===== src/rtl/usr_pkg.sv =====
// Shared types for the universal shift register.
//   mode_t  : 3-bit command code (HOLD, LOAD, SHL, SHR, ASR, ROL, ROR, reserved)
//   state_t : burst FSM state (IDLE, SHIFT)
//   is_step_mode() : true for codes that perform shift/rotate steps.
// Optional feature macro: USR_ROTATE_EN (enables ROL/ROR; otherwise they act as HOLD).
package usr_pkg;

  typedef enum logic [2:0] {
    M_HOLD = 3'b000,
    M_LOAD = 3'b001,
    M_SHL  = 3'b010,
    M_SHR  = 3'b011,
    M_ASR  = 3'b100,
    M_ROL  = 3'b101,
    M_ROR  = 3'b110,
    M_RSVD = 3'b111
  } mode_t;

  typedef enum logic {
    S_IDLE  = 1'b0,
    S_SHIFT = 1'b1
  } state_t;

  function automatic logic is_step_mode(input mode_t m);
    logic r;
    r = 1'b0;
    case (m)
      M_SHL, M_SHR, M_ASR: r = 1'b1;
`ifdef USR_ROTATE_EN
      M_ROL, M_ROR:        r = 1'b1;
`endif
      default:             r = 1'b0;
    endcase
    return r;
  endfunction

endpackage


===== src/rtl/usr_step.sv =====
// Combinational single-step next-value logic for the universal shift register.
// Ports:
//   q         in  WIDTH  current register contents
//   mode      in  mode_t operation to apply
//   sin_l     in  1      serial bit entering the MSB on SHR
//   sin_r     in  1      serial bit entering the LSB on SHL
//   q_next    out WIDTH  register value after one step
//   sout_next out 1      bit shifted/rotated out by this step
// Non-step modes pass q through; sout_next is then don't-care (the top only
// commits it on real steps).
// Optional feature macro: USR_ROTATE_EN (ROL/ROR datapath present only when defined).
module usr_step
  import usr_pkg::*;
#(
  parameter int WIDTH = 8
) (
  input  logic [WIDTH-1:0] q,
  input  mode_t            mode,
  input  logic             sin_l,
  input  logic             sin_r,
  output logic [WIDTH-1:0] q_next,
  output logic             sout_next
);

  always_comb begin
    q_next    = q;
    sout_next = 1'b0;
    case (mode)
      M_SHL: begin
        q_next    = {q[WIDTH-2:0], sin_r};
        sout_next = q[WIDTH-1];
      end
      M_SHR: begin
        q_next    = {sin_l, q[WIDTH-1:1]};
        sout_next = q[0];
      end
      M_ASR: begin
        q_next    = {q[WIDTH-1], q[WIDTH-1:1]};
        sout_next = q[0];
      end
`ifdef USR_ROTATE_EN
      M_ROL: begin
        q_next    = {q[WIDTH-2:0], q[WIDTH-1]};
        sout_next = q[WIDTH-1];
      end
      M_ROR: begin
        q_next    = {q[0], q[WIDTH-1:1]};
        sout_next = q[0];
      end
`endif
      default: begin
        q_next    = q;
        sout_next = 1'b0;
      end
    endcase
  end

endmodule


===== src/rtl/universal_shift_register.sv =====
// Universal shift register with parallel load, shift/rotate modes and
// multi-cycle burst shifts under a busy/done handshake.
// Ports:
//   clk     in  1      clock, all state on posedge
//   reset   in  1      synchronous active-high reset
//   start   in  1      command strobe, accepted only while busy=0
//   mode    in  3      command code (see usr_pkg::mode_t)
//   amount  in  CNT_W  number of single-bit steps for shift/rotate
//   d       in  WIDTH  parallel load data
//   sin_l   in  1      serial input at MSB for SHR
//   sin_r   in  1      serial input at LSB for SHL
//   q       out WIDTH  register contents
//   sout    out 1      last bit shifted/rotated out
//   busy    out 1      burst in progress
//   done    out 1      one-cycle completion pulse
// Optional feature macro: USR_ROTATE_EN (ROL/ROR; otherwise those codes act as HOLD).
module universal_shift_register
  import usr_pkg::*;
#(
  parameter  int WIDTH = 8,
  localparam int CNT_W = $clog2(WIDTH + 1) + 1
) (
  input  logic             clk,
  input  logic             reset,
  input  logic             start,
  input  logic [2:0]       mode,
  input  logic [CNT_W-1:0] amount,
  input  logic [WIDTH-1:0] d,
  input  logic             sin_l,
  input  logic             sin_r,
  output logic [WIDTH-1:0] q,
  output logic             sout,
  output logic             busy,
  output logic             done
);

  state_t           state, state_nxt;
  mode_t            mode_lat;
  mode_t            cmd_mode;
  mode_t            step_mode;
  logic [CNT_W-1:0] rem, rem_nxt;
  logic             load_en, step_en, latch_en, done_nxt;
  logic [WIDTH-1:0] q_step;
  logic             sout_step;

  assign cmd_mode = mode_t'(mode);
  // During a burst the latched mode drives the step logic; the live mode
  // input is ignored until the FSM returns to IDLE.
  assign step_mode = (state == S_SHIFT) ? mode_lat : cmd_mode;
  assign busy      = (state == S_SHIFT);

  usr_step #(.WIDTH(WIDTH)) u_step (
    .q         (q),
    .mode      (step_mode),
    .sin_l     (sin_l),
    .sin_r     (sin_r),
    .q_next    (q_step),
    .sout_next (sout_step)
  );

  always_comb begin
    state_nxt = state;
    rem_nxt   = rem;
    load_en   = 1'b0;
    step_en   = 1'b0;
    latch_en  = 1'b0;
    done_nxt  = 1'b0;
    case (state)
      S_IDLE: begin
        if (start) begin
          if (cmd_mode == M_LOAD) begin
            load_en  = 1'b1;
            done_nxt = 1'b1;
          end else if (is_step_mode(cmd_mode) && (amount != '0)) begin
            // First step happens on the accepting edge, so only k-1 remain.
            step_en  = 1'b1;
            latch_en = 1'b1;
            rem_nxt  = amount - CNT_W'(1);
            if (amount == CNT_W'(1)) done_nxt  = 1'b1;
            else                     state_nxt = S_SHIFT;
          end else begin
            done_nxt = 1'b1;
          end
        end
      end
      S_SHIFT: begin
        step_en = 1'b1;
        rem_nxt = rem - CNT_W'(1);
        if (rem == CNT_W'(1)) begin
          state_nxt = S_IDLE;
          done_nxt  = 1'b1;
        end
      end
      default: state_nxt = S_IDLE;
    endcase
  end

  always_ff @(posedge clk) begin
    if (reset) begin
      state    <= S_IDLE;
      rem      <= '0;
      mode_lat <= M_HOLD;
      q        <= '0;
      sout     <= 1'b0;
      done     <= 1'b0;
    end else begin
      state <= state_nxt;
      rem   <= rem_nxt;
      done  <= done_nxt;
      if (latch_en) mode_lat <= cmd_mode;
      if (load_en) begin
        q <= d;
      end else if (step_en) begin
        q    <= q_step;
        sout <= sout_step;
      end
    end
  end

endmodule

===== config.mk =====
export PLATFORM = sky130hd
export DESIGN_NAME = universal_shift_register
export DESIGN_NICKNAME = d
export VERILOG_FILES = /design/src/rtl/usr_pkg.sv /design/src/rtl/usr_step.sv /design/src/rtl/universal_shift_register.sv
export SDC_FILE = /design/constraint.sdc
export NUM_CORES = 1
export LEC_CHECK = 0
export ABC_AREA = 0
export BUFFER_PORTS_ARGS = -buffer_cell sky130_fd_sc_hd__clkbuf_2
export CAP_MARGIN = 0
export CORE_MARGIN = 2
export CORE_UTILIZATION = 52
export CTS_BUF_LIST = sky130_fd_sc_hd__clkbuf_8
export DETAILED_ROUTE_END_ITERATION = 10
export GPL_TIMING_DRIVEN = 0
export PLACE_DENSITY = 0.79
export SLEW_MARGIN = 20
export SYNTH_ARGS = -nofsm -noshare
export SYNTH_HDL_FRONTEND = slang
export SYNTH_SLANG_ARGS = --single-unit

===== constraint.sdc =====
create_clock -name clk -period 1.94 [get_ports clk]
set_input_delay 0 -clock clk [delete_from_list [all_inputs] [get_ports clk]]
set_output_delay 0 -clock clk [all_outputs]
set_load 0.1 [all_outputs]

# Word-level counts from Yosys, hierarchy flattened
# Index checks and enable logic that the tools add are counted.
# word_totals
elab_cells	68
inputBits	21
output_inout_bits	11
reg_bits	19
# op_classes
eq_ne	13
add_sub_neg	2
bitwise_logic	2
n_reduce_logical	11
muxes	33
# op_table
cell	count
$pmux W8 S3	1
$mux W1	21
$mux W8	2
$mux W5	3
$eq A3 B2 Y1 const B	4
$eq A5 B1 Y1 const B	2
$pmux W5 S2	1
$sub A5 B1 Y5 const B	2
$ne A2 B2 Y1 const B	4
$pmux W1 S2	4
$eq A3 B3 Y1 const B	2
$reduce_and A3 Y1	2
$reduce_bool A5 Y1	1
$reduce_and A2 Y1	2
$reduce_bool A4 Y1	1
$eq A3 B1 Y1 const B	1
$mux W3	1
$reduce_bool A3 Y1	1
$reduce_or A3 Y1	1
$not A1 Y1	2
$reduce_bool A2 Y1	1
$reduce_or A2 Y1	1
$logic_and A1 B1 Y1	1

# Depth between registers and ports, before layout
# logic_depth
ltp_word	13
depth_mapped	8
depth_no_buf	7

# Modules after synthesis
# A second synthesis with hierarchy kept.
# unflattened
cells_unflattened	179
area_unflattened_um2	1481.4
# by_module_without_submodules
mod	area_each_um2	n_inst	seq_area_each_um2	cells_each
universal_shift_register	1038.5	1	380.4	119
usr_step	442.9	1	0.0	60

# Worst setup path before layout
# OpenSTA, ideal clock, no wires.
# synth_path
path_type	reg-to-reg
from	register state (netlist: busy)
to	register rem[2]
period_less_slack_ps	2056
t_arrival_ps	1941
setup_ps	116
stages_incl_launch_ff	6
slack_ps	-116
path_buffers	1
required_time_ps	1824
path_cell_list	dfxtp_1 > inv_1 > o2111a_1 > buf_6 > a211o_1 > and3_1
# synth_via
elab_chain_cells	3
elab_cells_between_ends	6
cone_classes	3 x eq/ne; 1 x mux; 1 x bitwise; 1 x reduce/logical
# synth_lines
item	line	text
from (decl)	universal_shift_register.sv:37	state_t state, state_nxt;
from (signal assigned)	universal_shift_register.sv:107	state <= state_nxt;
$not A1 Y1	--	
$ne A2 B2 Y1 (no line)	--	
$reduce_and A3 Y1 (no line)	--	
to (signal assigned)	universal_shift_register.sv:108	rem <= rem_nxt;
to (decl)	universal_shift_register.sv:41	logic [CNT_W-1:0] rem, rem_nxt;
# Several ways; a longest one is shown, not always the timed one.
# A chain may end at the register's enable or synchronous reset.

# Worst setup path after layout
# layout_path
from	register mode_lat[0]
to	register q[3]
# layout_via
elab_chain_cells	5
elab_cells_between_ends	9
cone_classes	3 x eq/ne; 4 x mux; 2 x reduce/logical
# layout_lines
item	line	text
from (decl)	universal_shift_register.sv:38	mode_t mode_lat;
from (signal assigned)	universal_shift_register.sv:110	if (latch_en) mode_lat <= cmd_mode;
$mux W3 (*)	universal_shift_register.sv:49	assign step_mode = (state == S_SHIFT) ? mode_lat : cmd_mode;
$eq A3 B3 Y1 or $eq A3 B2 Y1 (tied branches)	usr_step.sv:28	case (mode)
$pmux W8 S3	usr_step.sv:28	
$mux W8	universal_shift_register.sv:113	end else if (step_en) begin
$mux W8	universal_shift_register.sv:111	if (load_en) begin
to (signal assigned)	universal_shift_register.sv:114	q <= q_step;
to (decl)	universal_shift_register.sv:31	output logic [WIDTH-1:0] q,
# Every way passes the cells marked *; elsewhere a longest branch is shown, timed or not. The select of a mux whose other input is x is not followed.

==> results.yml <==
timing:
  slew_viol_final: 0
  fmax_mhz: 630.3
  rsz0062_at_grt: "no"
  fin_crit_ns: 1.587
  fin_setup_tns_ns: 0
  fin_ws_ns: 0.3535
  relSlewSlack_pct: 64.00
  worst_pin_slew_ns: 0.5423
  fin_skew_ns: 0.003564
  setup_viol: 0
  min_period_over_period_pct: 81.78
  hold_violations: 0
synth:
  yosysWarnings: 0
  synth_area_um2: 1211
  avgSynthCellArea_um2: 8.411
  syn_nets: 170
  synth_edf_count: 0
  yosys.area.top_type: "dfxtp_1"
  synth.distinct_cells: 38
  netlist.area_leader.share_pct: 31.40
  synth.area.top_cells: "dfxtp_1 (31%), mux2i_1 (8.3%), ha_1 (5.2%)"
  synthCells: 144
  yosys_most_used_dff: "dfxtp_1"
  async_flop_share_pct: 0
  ys_seq_elements: 19
  yosysSeqAreaShare_pct: 31.40
floorplan:
  core_area_um2: 2212
  initial_core_util_pct: 54.75
  ios: 32
  dieArea_um2: 2731
  die_x_um: 52.26
  die_h_um: 52.26
  rows: 17
hold_path:
  hp-class: "in2reg"
drt:
  vias_per_cell: 5.617
  drcViolationCount: 0
  wl_met2_um: 1525
  vias: 1202
  drtIter0Drc: 36
  dr.pass1.iters: 4
  top_layer: "met4"
  dr_wl_met3_um: 85
  drt-met1-wl_um: 1357
  wl_per_cell_um: 14.11
  drt_wl_total_um: 3019
  route.antenna.remaining_nets: 0
cts:
  root_buffer: "clkbuf_8"
  clockBufferDepth: 2
  clkTransAtPathRegs_ns: 0.07
  cts_tree: "done"
  clock_sinks: 19
  ctsResizeCount: 0
  clk_latency_ns: 0.26
  h-tree-depth: 1
  cts_buffers: 3
setup_path:
  path_class: "reg2reg"
  critPathRequiredTime_ns: 2.07
  worstPathMaxFanout: 5
  worst_ep_arrival_time_ns: 1.72
  end_kind: "register"
  start_kind: "register"
placed_design:
  place_congestion: 0.8108
  io_buffers: 31
  preCtsSetupSlack_ns: 0.1837
  dp.cells: 203
  hpwl_um: 2220
cells_and_area:
  layout-drive-gt1-share_pct: 24.73
  fin_util_pct: 68.67
  num_antenna_cells: 0
  stdcell_count: 214
  nNetsFinal: 213
  layout-area-overhead-vs-synth_pct: 25.41
power_and_ir_drop:
  ir_drop_mv: 0.5118
  power_density_nw_per_um2: 690.1
  p_leak_uw: 0.0006506
run_status:
  status: "complete, no violations"
global_routing:
  antenna_found_initial: 0
  grt_max_degree: 12
  grt.overflow.total: 0
  grt_pass1_vias: 1174
  grt_usage_pct: 25.09
  grt_pass1_wl_um: 5126
job:
  cap_violations: 0
-- worst paths after layout --
path,startpoint,to,slack [ns],cells after the start
worst max-delay path,mode_lat[0],q[3],0.35,5
worst min-delay path,sin_l,q[7],0.02,3
worst max register to register,mode_lat[0],q[3],0.35,5
worst min register to register,sout,sout,0.50,2
-- synth_stat cells, types with 2 or more instances --
master    count
a22oi_1       2
mux2i_1      10
o221ai_1      7
nand2_1      14
ha_1          5
inv_1        13
nand2b_1      3
dfxtp_1      19
and3_1        2
a211oi_1      3
a21oi_1       9
nor2_1       11
o21ai_0       7
xnor2_1       3
nor3b_1       2
nand3_1       4
clkbuf_1      2
nor3_1        6
and2b_1       2
buf_6         2
-- power breakdown --
group | internal (uW) | switching, uW
Sequential | 417 | 25.0
Combinational | 117 | 211
Clock | 143 | 136
Total | 676 | 372
-- cell usage in the layout, fill, tap and decap left out, types with 3 or more instances in the layout --
| master | n |
|---|---|
| nor3_1 | 6 |
| inv_1 | 13 |
| nand2b_1 | 3 |
| o221ai_1 | 7 |
| clkbuf_2 | 31 |
| dfxtp_1 | 18 |
| mux2i_1 | 10 |
| xnor2_1 | 3 |
| nor2_1 | 11 |
| nand3_1 | 4 |
| a211oi_1 | 3 |
| clkbuf_8 | 3 |
| a21oi_1 | 9 |
| o21ai_0 | 7 |
| ha_1 | 5 |
| nand2_1 | 14 |
| dlygate4sd3_1 | 7 |
-- cell families after synthesis --
kind of cell,count (synthesis),share of synthesized area [%]
mux,11,9.194
xor+xnor,3,2.170
buf+inv,18,7.129
flops,19,31.40
fa+ha+maj,5,5.165
compound gates,39,23.86
simple gates,49,21.07
-- per-layer routing --
metal  vias up  GRT usage (%)
li1        608              -
met3         6          2.857
met4         0          11.54
met5         -              0
met2        22          43.04
met1       566          31.27
-- worst max-delay path, cell delays in order (launching register included) --
cell	delay (ns)
dfxtp_1	0.36
nor3b_1	0.30
a21oi_1	0.10
a21oi_1	0.35
mux2i_1	0.23
o221ai_1	0.12
-- metrics by stage --
step,area [um2],total power [uW],hold slack [ns]
floorplan,1212,688.1,0.1160
global placement,1403,756.4,0.2032
detailed placement,1403,765.7,0.2033
CTS,1519,1062,0.01953
global route,1519,1104,0.03543
finish,1519,1048,0.01535
-- sequential cells by signal (all words and copies together) (netlist names) --
| signal | flops |
|---|---|
| busy | 1 |
| mode_lat | 3 |
| done | 1 |
| sout | 1 |
| rem | 5 |
| q | 8 |
-- what timing repair did --
action,4_1_cts,5_1_grt
endpoints found under the hold margin,7,0
setup buffers,0,0
hold buffers,7,0
-- layout make-up --
cell class / instances / area [um2]
Multi-Input combinational cell: 107 / 744.5
Fill cell: 204 / 693.2
Sequential cell: 19 / 381.6
Timing Repair Buffer: 38 / 225.2
Inverter: 13 / 48.80
Clock buffer: 3 / 41.29
Buffer: 5 / 37.54
Tap cell: 28 / 35.03
Clock inverter: 1 / 5.005
Note: power is estimated with default switching activity, not from simulation.
